==> config.mk <==
export PLATFORM = sky130hd
export DESIGN_NAME = chrom_serial_loader
export DESIGN_NICKNAME = d
export VERILOG_FILES = /design/src/rtl/chrom_pkg.sv /design/src/rtl/chrom_serial_loader.sv
export SDC_FILE = /design/constraint.sdc
export NUM_CORES = 1
export LEC_CHECK = 0
export ABC_AREA = 1
export CORE_MARGIN = 3
export CORE_UTILIZATION = 35
export CTS_CLUSTER_DIAMETER = 30
export DETAILED_ROUTE_END_ITERATION = 12
export GPL_ROUTABILITY_DRIVEN = 0
export PLACE_DENSITY_LB_ADDON = 0.2
export SLEW_MARGIN = 20
export SYNTH_ARGS = -nofsm -noshare
export SYNTH_HDL_FRONTEND = slang
export SYNTH_SLANG_ARGS = --single-unit
==> constraint.sdc <==
create_clock -name clk -period 2 [get_ports clk]
set_clock_uncertainty 0.05 [all_clocks]
set_input_delay 0.4 -clock clk [delete_from_list [all_inputs] [get_ports clk]]
set_output_delay 0.4 -clock clk [all_outputs]
set_load 0.01 [all_outputs]
==> src/rtl/chrom_pkg.sv <==
// Shared definitions for the chromosome loader and the evaluation top.
//   CHROM_W : chromosome width in bits
//   BYTE_W  : width of one serial transfer
//   N_BYTES : bytes per frame, ceil(CHROM_W/BYTE_W)
//   loader_state_t : loader FSM state encoding
package chrom_pkg;

  localparam int CHROM_W = 260;
  localparam int BYTE_W  = 8;
  localparam int N_BYTES = (CHROM_W + BYTE_W - 1) / BYTE_W;

  typedef enum logic [1:0] {
    ST_IDLE   = 2'd0,
    ST_LOAD   = 2'd1,
    ST_COMMIT = 2'd2
  } loader_state_t;

endpackage

==> src/rtl/chrom_serial_loader.sv <==
// Byte-serial chromosome loader with double buffering.
// A frame is N_BYTES bytes, byte 0 flagged by in_sof, little-endian by byte.
// Bytes collect in a shadow register; a complete, well-formed frame is copied
// into cromossomo in one step, so the evaluation circuit never sees a partial
// chromosome.
//   clk          : clock, rising edge
//   rst_n        : synchronous active-low reset
//   in_valid     : upstream byte present
//   in_sof       : present byte is byte 0 of a frame
//   in_data      : upstream byte
//   in_ready     : byte accepted this cycle when in_valid is also high
//   cromossomo   : active chromosome
//   chrom_valid  : at least one frame committed since reset
//   chrom_update : one-cycle pulse after cromossomo changes
//   frame_err    : one-cycle pulse on an aborted or malformed frame
//   err_count    : saturating frame error count
module chrom_serial_loader
  import chrom_pkg::*;
#(
  parameter int CHROM_W = chrom_pkg::CHROM_W,
  parameter int N_BYTES = chrom_pkg::N_BYTES
) (
  input  logic                clk,
  input  logic                rst_n,
  input  logic                in_valid,
  input  logic                in_sof,
  input  logic [BYTE_W-1:0]   in_data,
  output logic                in_ready,
  output logic [CHROM_W-1:0]  cromossomo,
  output logic                chrom_valid,
  output logic                chrom_update,
  output logic                frame_err,
  output logic [7:0]          err_count
);

  localparam int CNT_W  = $clog2(N_BYTES + 1);
  // Number of meaningful bits in the last byte of a frame.
  localparam int TAIL_W = CHROM_W - BYTE_W * (N_BYTES - 1);
  // Bits of the last byte that lie beyond the chromosome and must be zero.
  localparam logic [BYTE_W-1:0] PAD_MASK = BYTE_W'({BYTE_W{1'b1}} << TAIL_W);
  localparam logic [CNT_W-1:0]  LAST_IDX = CNT_W'(N_BYTES - 1);

  function automatic logic [7:0] sat_inc8(input logic [7:0] v);
    return (v == 8'hFF) ? v : v + 8'd1;
  endfunction

  loader_state_t        state, state_nxt;
  logic [CNT_W-1:0]     cnt, cnt_nxt;
  logic                 acc;
  logic                 wr_en;
  logic [CNT_W-1:0]     wr_idx;
  logic                 err_set;
  logic                 commit;
  logic [CHROM_W-1:0]   shadow;

  // State register
  always_ff @(posedge clk) begin
    if (!rst_n) begin
      state <= ST_IDLE;
      cnt   <= '0;
    end else begin
      state <= state_nxt;
      cnt   <= cnt_nxt;
    end
  end

  // Next-state and datapath control decode
  always_comb begin
    state_nxt = state;
    cnt_nxt   = cnt;
    acc       = in_valid && in_ready;
    wr_en     = 1'b0;
    wr_idx    = cnt;
    err_set   = 1'b0;
    commit    = 1'b0;
    case (state)
      ST_IDLE: begin
        // Bytes outside a frame are dropped silently until a start byte.
        if (acc && in_sof) begin
          wr_en     = 1'b1;
          wr_idx    = '0;
          cnt_nxt   = CNT_W'(1);
          state_nxt = ST_LOAD;
        end
      end
      ST_LOAD: begin
        if (acc) begin
          wr_en = 1'b1;
          if (in_sof) begin
            // Unexpected start: report the aborted frame, restart with this byte.
            err_set = 1'b1;
            wr_idx  = '0;
            cnt_nxt = CNT_W'(1);
          end else if (cnt == LAST_IDX) begin
            cnt_nxt = '0;
            if ((in_data & PAD_MASK) != '0) begin
              err_set   = 1'b1;
              state_nxt = ST_IDLE;
            end else begin
              state_nxt = ST_COMMIT;
            end
          end else begin
            cnt_nxt = cnt + CNT_W'(1);
          end
        end
      end
      ST_COMMIT: begin
        commit    = 1'b1;
        state_nxt = ST_IDLE;
      end
      default: state_nxt = ST_IDLE;
    endcase
  end

  // Output decode
  always_comb begin
    in_ready = 1'b0;
    case (state)
      ST_IDLE, ST_LOAD: in_ready = 1'b1;
      default:          in_ready = 1'b0;
    endcase
  end

  // Shadow buffer: no reset, a fresh frame always starts by overwriting byte 0.
  // The last byte only contributes its TAIL_W low bits.
  always_ff @(posedge clk) begin
    for (int b = 0; b < N_BYTES - 1; b++) begin
      if (wr_en && wr_idx == CNT_W'(b))
        shadow[BYTE_W*b +: BYTE_W] <= in_data;
    end
    if (wr_en && wr_idx == LAST_IDX)
      shadow[CHROM_W-1 : BYTE_W*(N_BYTES-1)] <= in_data[TAIL_W-1:0];
  end

  // Active chromosome and status
  always_ff @(posedge clk) begin
    if (!rst_n) begin
      cromossomo   <= '0;
      chrom_valid  <= 1'b0;
      chrom_update <= 1'b0;
      frame_err    <= 1'b0;
      err_count    <= '0;
    end else begin
      chrom_update <= commit;
      frame_err    <= err_set;
      if (commit) begin
        cromossomo  <= shadow;
        chrom_valid <= 1'b1;
      end
      if (err_set)
        err_count <= sat_inc8(err_count);
    end
  end

endmodule

* After elaboration in Yosys (flattened, before gate mapping)
Cells that the tools add are included. W data, S select, Z words.
Word-level totals: register bits after elaboration 539, bits of input ports 12, word-level logic and storage cells 151
Operators by class: add/subtract/negate cells 2, equality and inequality tests 40, multiplexer cells 25, bitwise operators 1, reduce and logical (&&, ||, !) cells 43
Operators with widths (number):
- $eq A6 B5 Y1 const B | 16
- $eq A6 B4 Y1 const B | 8
- $mux W6 | 7
- $logic_and A1 B1 Y1 | 35
- $eq A6 B3 Y1 const B | 4
- $pmux W6 S2 | 2
- $eq A6 B2 Y1 const B | 2
- $eq A6 B6 Y1 const B | 2
- $mux W2 | 5
- $mux W1 | 9
- $add A8 B1 Y8 const B | 1
- $eq A8 B8 Y1 const B | 1
- $ne A2 B2 Y1 const B | 4
- $reduce_bool A8 Y1 | 1
- $add A6 B1 Y6 const B | 1
- $eq A6 B1 Y1 const B | 1
- $logic_not A6 Y1 | 1
- $pmux W2 S2 | 1
- $reduce_and A4 Y1 | 1
- $reduce_and A3 Y1 | 1
- $eq A2 B1 Y1 const B | 1
- $eq A2 B2 Y1 const B | 1
- $logic_not A2 Y1 | 1
- $pmux W1 S2 | 1
- other kinds (4) | 4

* Depth between registers and ports, before layout
Gate-level depths: netlist (run 1).
depth in word-level cells 9, mapped depth 10, depth with buffers taken out 10

* Worst setup path before layout (run 1)
No wires, ideal clock.
kind input port to flip-flop, from input port in_sof, to register shadow[136], enable pin, arrival time 1430 ps, setup slack 150 ps, cell stages on the path 5, path buffers 2, cells stage by stage nand3_2 -> buf_2 -> nand4_2 -> buf_2 -> nor2_1
On the way: cells in the longest elaborated chain, start to end 5, elaborated cells on any way between the ends 9
Ends and longest elaborated chain:
- start, declared | line chrom_serial_loader.sv:26 | input logic in_sof,
- $mux W6 or $logic_and A1 B1 Y1 (tied branches) | line chrom_serial_loader.sv:89, chrom_serial_loader.sv:79
- $mux W6 (on tied branches) | line chrom_serial_loader.sv:87, chrom_serial_loader.sv:79
- $pmux W6 S2 | line chrom_serial_loader.sv:76 | case (state)
- $eq A6 B5 Y1 | line chrom_serial_loader.sv:128 | if (wr_en && wr_idx == CNT_W'(b))
- $logic_and A1 B1 Y1 (*) | line chrom_serial_loader.sv:128
- end signal, assigned by index | line chrom_serial_loader.sv:129 | shadow[BYTE_W*b +: BYTE_W] <= in_data;
- end signal, assigned by index | line chrom_serial_loader.sv:132 | shadow[CHROM_W-1 : BYTE_W*(N_BYTES-1)] <= in_data[TAIL_W-1:0];
- end, declared | line chrom_serial_loader.sv:54 | logic [CHROM_W-1:0] shadow;
Every way passes the cells marked *; elsewhere a longest branch is shown, timed or not. A chain may end at the register's enable or synchronous reset.

* Worst setup path after layout (run 1)
from register cromossomo[91], to output port cromossomo[91]
RTL lines:
- start, declared | line chrom_serial_loader.sv:29 | output logic [CHROM_W-1:0] cromossomo,
- start signal, assigned | line chrom_serial_loader.sv:147 | cromossomo <= shadow;
No word-level cell between the ends.

==> results by group, run 1 <==
Yosys
  – Post-synthesis async set-or-reset flop share: 0%
  – Warnings, synthesis: 0
  – Sequential area share after synthesis: 74.6%
  – Synth top area share: between 40% and 50%
  – Cells taking the most area after synthesis: edfxtp_1 (43%), dfxtp_1 (31%), nor2_1 (12%), o21ai_0 (6.0%), o21ai_1 (1.4%)
  – Distinct cells, synth: 28
  – Synth area leader: edfxtp_1
  – Cells after Synth: 1,606
  – Post-synth top cells: nor2_1 (576), dfxtp_1 (279), edfxtp_1 (260)
  – Count of flip-flops with a built-in enable after synthesis: 260
  – Syn_nets: roughly 1,600
  – Top_reg_cell synth: dfxtp_1
  – Post-Syn Area: 0.0180 sq mm
  – Synth Area per Inst: between 10 and 15 sq um
  – Top-count cell post-synth: nor2_1
  – Post-synthesis register bit count: roughly 540

GRT
  – Total gr overflow: 0
  – GRT Overall Usage: 18.3%
  – Initial antenna violation count: 0
  – Largest net degree at the start of global routing: 145
  – Vias in the first global route: 13,000
  – First-pass GRT wire length: 75,900 microns

CTS
  – Clock Path Buffers: 3
  – Root buf cell: clkbuf_16
  – Clock sink total: 539
  – Num CTS Buffers: 107
  – CTS tree: built
  – CTS H-tree lvls: 3
  – Clk slew on worst S/H paths: 40 ps
  – Skew-Pair Late Insertion Delay: between 600 and 700 ps

Timing
  – Max Slew Vio Count: 0
  – Final setup fails: 0
  – Rel. slew slack: 29.0%
  – TNS Setup: 0 ps
  – Setup ws final: ~35 ps
  – Post-route clock period utilization: 98.2%
  – Peak Freq: 509 MHz
  – Final Hold Fails: 0
  – Shortest period the worst path allows: 1960 ps
  – RSZ-0062 raised after global routing: false
  – Slew @ Worst Pin: 1060 ps

Min path
  – Class of the worst hold path: in -> reg
  – Hold depth: 4
  – Worst hold path startpoint: in_data[7]
  – Hold Path End: state[1]

Floorplanning
  – Core ar.: 0.0504 sq mm
  – Die H: around 230 microns
  – Die Wd: approximately 230 microns
  – Initial core utilization: between 30% and 40%
  – Io pins: 284
  – Row cnt: 82
  – Die ar.: 0.0541 sq mm

Detailed routing
  – Drt first-iter violations: 922
  – Via density: 4.70
  – Wire length per cell: 18.5 microns
  – Drt pass-1 iters: 8
  – DRC: 0
  – Antenna-violating nets left: 0
  – Total routed wirelength: between 50,000 and 60,000 microns
  – Vias: 12,800

Critical path
  – Slowest CP cell: clkdlybuf4s50_1
  – Buf+Inv Stages, Crit Path: 1
  – Max incr delay on CP: 550 ps
  – Worst setup EP type: primary output
  – Critical path type: reg -> out
  – R2R Path Start: state[1]
  – Worst-path maximum fanout: 2
  – Reg-to-reg setup timing slack: 170 ps
  – CP Launch Type: flop
  – Worst path cell trace: clkdlybuf4s50_1
  – CP Data Required Time: 1550 ps
  – Worst R2R Path Depth: 6
  – Critical R2R Capture: shadow[7]
  – Cell class contributing the biggest share of worst-path delay: buffers and inverters
  – Critical Path AT: 1510 ps

Placed design
  – DP Worst Slack: -349 ps
  – Dpl hpwl: 30,100 microns
  – Placed Cells: 2,528
  – I/O Buffers: about 280

Final layout
  – Final Non-Filler Cells: 2,733
  – Antenna fix cells: 0
  – Nets: roughly 2,000
  – Ratio of cells with drive above 1 in the final layout: between 10% and 20%
  – Area growth from synthesis to layout: 42.4%

Power
  – Max IR drop VDD: slightly above 0.7 mV
  – Leak: 11.5 nW
  – Total power draw: around 30 mW
  – P per Cell Area: 1190 mW/mm^2

Flow run
  – Number of max-cap violations: 0

Run status
  – Run status: finished, final reports clean
-- worst max-delay path by stage --
stage | from | end | slack [ps] | cells after the start
after global routing | cromossomo[18] | cromossomo[18] | 0.1 | 1
after CTS | cromossomo[56] | cromossomo[56] | 0.2 | 1
after global placement | in_sof | shadow[7] | -320 | 6
after detailed placement | in_sof | shadow[2] | -350 | 6
final | cromossomo[91] | cromossomo[91] | 40 | 1
after floorplan | in_sof | shadow[136] | 150 | 5
-- per-layer routing --
layer	share of wire, %	vias up	GRT usage [%]
li1	-	6153	-
met1	45	6221	24.8
met2	47	401	28.8
met3	6.4	71	4.37
met4	2.1	0	6.70
met5	0	-	0
-- metrics by stage --
| step | hold WS [ps] | utilization (%) | cell area (sq um) |
|---|---|---|---|
| finish | 117 | 50.8 | 25600 |
| global route | 118 | 50.8 | 25600 |
| CTS | 99.5 | 50.5 | 25500 |
| detailed placement | 408 | 43.2 | 21700 |
| global placement | 404 | 43.2 | 21700 |
| floorplan | 397 | - | 18000 |
-- sequential cells by signal, indices dropped and copies added, names as in the netlist --
name / flops
chrom_update: 1
chrom_valid: 1
cnt: 6
cromossomo: 260
err_count: 8
frame_err: 1
shadow: 260
state: 2
-- worst reg2reg max path: cells and delay by family, from the launching register on --
family	cells	cell delay (ps)
AO/OA/AOI/OAI	1	270
buffers and inverters	2	240
flip-flops	1	300
AND/OR/NAND/NOR	3	680
-- what timing repair did --
item | in CTS | in global routing
gates cloned | 0 | 0
gates resized for setup | 135 | 50
setup buffers | 0 | 0
endpoints found under the hold margin | 5 | 0
setup endpoints to repair | 134 | 50
hold buffers | 1 | 0
-- area by class of cell --
| type | count | area [sq um] |
|---|---|---|
| timing repair buffer | 341 | 3300 |
| sequential | 539 | 13400 |
| tap | 672 | 841 |
| clock buffer | 135 | 3020 |
| clock inverter | 69 | 846 |
| multi-input combinational | 951 | 4070 |
| inverter | 26 | 105 |
| fill | 4522 | 24800 |
-- logic make-up (layout without fill, tap and decap cells) --
| kind of cell | after synthesis | after routing | synth area share (%) |
|---|---|---|---|
| AND/OR/NAND/NOR | 668 | 668 | 14.6 |
| flip-flops | 539 | 539 | 74.6 |
| AO/OA/AOI/OAI | 278 | 278 | 7.78 |
| buffers and inverters | 116 | 571 | 2.75 |
| adder cells (fa/ha/maj) | 3 | 3 | 0.209 |
| XOR/XNOR | 2 | 2 | 0.0976 |
-- placed cells by master, fill, tap and decap left out, types with 3 or more instances in the layout --
cell type        count
edfxtp_1           260
clkbuf_16          111
inv_4                4
nor2_1             576
dlygate4sd2_1      134
o21ai_0            216
clkinv_4             5
clkdlybuf4s50_1     90
inv_16               3
ha_1                 3
buf_12               9
nor3_1               6
dlymetal6s2s_1      50
clkbuf_8            15
clkbuf_1             9
bufinv_16           14
clkinvlp_4          11
dfxtp_1            278
o21ai_1             51
nand4_1              5
buf_4               48
clkinv_2            19
inv_1               22
nand3_1              9
nor3_2               3
a21oi_1              8
inv_2                3
inv_6                9
buf_2                8
nand2_1             58
nand3_2              4
-- power breakdown --
group | switching (mW) | total [mW] | internal [mW] | leakage, nW
combinational | 0.285 | 0.358 | 0.0730 | 5.02
clock | 5.96 | 18.5 | 12.6 | 1.89
sequential | 0.0124 | 11.6 | 11.6 | 4.59
No activity file was read; power rests on OpenSTA's default activity.
==> inputs of run 2 (changes only) <==
ABC_AREA = unset   (was 1)
==> results by group, run 2 <==
Critical path
  – Worst path cell trace: nor2b_1 > buf_4 > nand4b_1 > or2_2 > nor2_1 > buf_4
  – Critical R2R Capture: shadow[207]
  – R2R Path Start: state[1]
  – Slowest CP cell: or2_2
  – Max incr delay on CP: around 480 ps
  – Critical Path AT: 2230 ps
  – Most used cell, CP: buf_4
  – Buf+Inv Stages, Crit Path: 2
  – Cell class contributing the biggest share of worst-path delay: simple AND/OR/NAND/NOR gates
  – Worst R2R Path Depth: 6
  – Worst setup EP type: flop
  – CP Data Required Time: 2270 ps
  – Worst-path maximum fanout: 8
  – Critical path type: reg -> reg
  – CP Launch Type: flop
  – Reg-to-reg setup timing slack: 40 ps

GRT
  – Largest net degree at the start of global routing: 95
  – First-pass GRT wire length: 78,000 microns
  – Vias in the first global route: 13,000
  – GRT Overall Usage: 18.1%
  – Total gr overflow: 0
  – Initial antenna violation count: 2

Floorplanning
  – Initial core utilization: approximately 36%
  – Die Wd: approximately 240 microns
  – Die H: 236 microns
  – Core ar.: 0.0519 sq mm
  – Row cnt: 83
  – Die ar.: 0.0558 sq mm
  – Io pins: 284

Yosys
  – Post-synthesis async set-or-reset flop share: 0%
  – Sequential area share after synthesis: 72.2%
  – Cells after Synth: 1,558
  – Post-synthesis register bit count: 539
  – Top_reg_cell synth: dfxtp_1
  – Synth area leader: edfxtp_1
  – Synth Area per Inst: 11.9 sq um
  – Top-count cell post-synth: nand2_1
  – Count of flip-flops with a built-in enable after synthesis: 260
  – Distinct cells, synth: 44
  – Post-Syn Area: 0.0186 sq mm
  – Synth top area share: 42.1%
  – Post-synth top cells: nand2_1 (532), dfxtp_1 (279), a21boi_0 (263)
  – Syn_nets: 1,573
  – Cells taking the most area after synthesis: edfxtp_1 (42%), dfxtp_1 (30%), nand2_1 (11%), a21boi_0 (11%), clkbuf_1 (1.4%)
  – Warnings, synthesis: 0

Final layout
  – Post-Layout Inst Area: 0.0265 sq mm
  – Area growth from synthesis to layout: 42.9%
  – Top flop regs: cromossomo x260, shadow x260, err_count x8
  – Most common cell after layout, fill and taps aside: nand2_1
  – Nets: 1,969
  – Layout filler cell count: 4,623
  – Antenna fix cells: 0
  – Core Util, Final: 51.1%
  – Commonest non-fill, non-tap cells in the layout: nand2_1 (532), dfxtp_1 (275), a21boi_0 (263)
  – Ratio of cells with drive above 1 in the final layout: 15.2%

Timing
  – RSZ-0062 raised after global routing: true
  – Slew @ Worst Pin: 1080 ps
  – Rel. slew slack: between 20 and 30%
  – Post-route clock period utilization: 98.1%
  – Peak Freq: a little over 500 MHz
  – Final setup fails: 0
  – Shortest period the worst path allows: 1960 ps
  – Max Slew Vio Count: 0
  – Final Hold Fails: 0

Detailed routing
  – Vias: 12,800
  – Drt first-iter violations: roughly 800
  – Antenna-violating nets left: 0
  – Wire length per cell: between 15 and 20 microns
  – Total routed wirelength: 51,900 microns
  – Via density: around 4.7
  – Drt pass-1 iters: 5
  – DRC: 0

CTS
  – Clk slew on worst S/H paths: 50 ps
  – CTS H-tree lvls: 3
  – Root buf cell: clkbuf_16
  – Clock Path Buffers: 3
  – Num CTS Buffers: approximately 110
  – Clock sink total: 539
  – Skew-Pair Late Insertion Delay: 630 ps
  – CTS tree: built

Power
  – P per Cell Area: 1140 mW/mm^2
  – Max IR drop VDD: roughly 0.8 mV
  – Leak: 10.7 nW

Run status
  – Run status: finished, final reports clean

Min path
  – Hold depth: 2
  – Worst hold path startpoint: rst_n
  – Class of the worst hold path: in -> reg
  – Hold Path End: cromossomo[15]

Placed design
  – Dpl hpwl: 32,500 microns
  – I/O Buffers: ~280
  – DP Area: between 0.02 and 0.025 sq mm

Flow run
  – Number of max-cap violations: 0
## run 2: cell count changes in the layout (fill, tap and decap cells not counted), sizes merged, moves of 6 or more
cell           change
nor2             -552
nand2            +472
a21boi           +266
o21ai            -261
buf               +39
inv               -33
clkdlybuf4s50     -25
clkbuf            +17
dlygate4sd2       +12
dlymetal6s2s      +12
clkinv            +11
nor3               +9
nand2b             +6
## run 2: kinds of logic (layout without fill, tap and decap cells)
kind of cell | after synthesis | after routing | share of synthesized area [%]
AO/OA/AOI/OAI | 285 | 285 | 11.4
buffers and inverters | 100 | 594 | 2.26
AND/OR/NAND/NOR | 625 | 625 | 13.6
adder cells (fa/ha/maj) | 3 | 3 | 0.202
XOR/XNOR | 3 | 3 | 0.142
flip-flops | 539 | 539 | 72.2
multiplexers | 3 | 3 | 0.162
## run 2: area by class of cell
type                       instances  area, sq um  share of cell area [%]
clock inverter                    60          606                    2.28
clock buffer                     151         3180                    12.0
tap                              680          851                    3.21
inverter                           4         15.0                  0.0566
sequential                       539        13400                    50.5
timing repair buffer             379         3640                    13.7
multi-input combinational        919         4820                    18.2
## run 2: how the worst max path moves through the flow
stage | startpoint | endpoint | slack (ps) | depth (start not counted)
finish | state[1] | shadow[207] | 40 | 6
global route | state[1] | shadow[207] | -90 | 6
CTS | cromossomo[26] | cromossomo[26] | 0.4 | 1
detailed placement | in_valid | shadow[208] | -560 | 7
global placement | in_valid | shadow[211] | -610 | 7
floorplan | in_sof | shadow[104] | -140 | 4
## run 2: what timing repair did
item	4_1_cts	5_1_grt
hold buffers	0	0
endpoints found under the setup margin	147	188
pin swaps	0	1
endpoints found under the hold margin	0	0
gates resized for setup	151	68
buffers inserted	0	4
## run 2: where the power goes
part	total (mW)	switching (mW)	internal [mW]	leakage (nW)
registers	11.6	0.00959	11.6	4.59
logic	0.453	0.298	0.155	4.27
clock network	18.0	5.70	12.3	1.86
## run 2: metrics by stage
stage / power [mW] / instances / hold slack, ps / setup TNS [ps] / setup WS, ps
floorplan: 12.0 / 1558 / 438 / -20050 / -138
global placement: 12.3 / 2517 / 403 / -108910 / -608
detailed placement: 12.3 / 2517 / 405 / -109010 / -563
CTS: 30.4 / 2728 / 41.4 / 0 / 0.437
global route: 31.0 / 2732 / 59.6 / -3630 / -93.2
finish: 30.1 / 2732 / 80.8 / 0 / 38.6
## run 2: layer usage
| metal | global-route usage (%) | wire length (microns) | vias to the layer above |
|---|---|---|---|
| met3 | 4.65 | 2820 | 81 |
| met2 | 30.4 | 25500 | 349 |
| li1 | - | - | 6148 |
| met5 | 0 | 13 | - |
| met4 | 5.70 | 1130 | 2 |
| met1 | 23.0 | 22400 | 6247 |
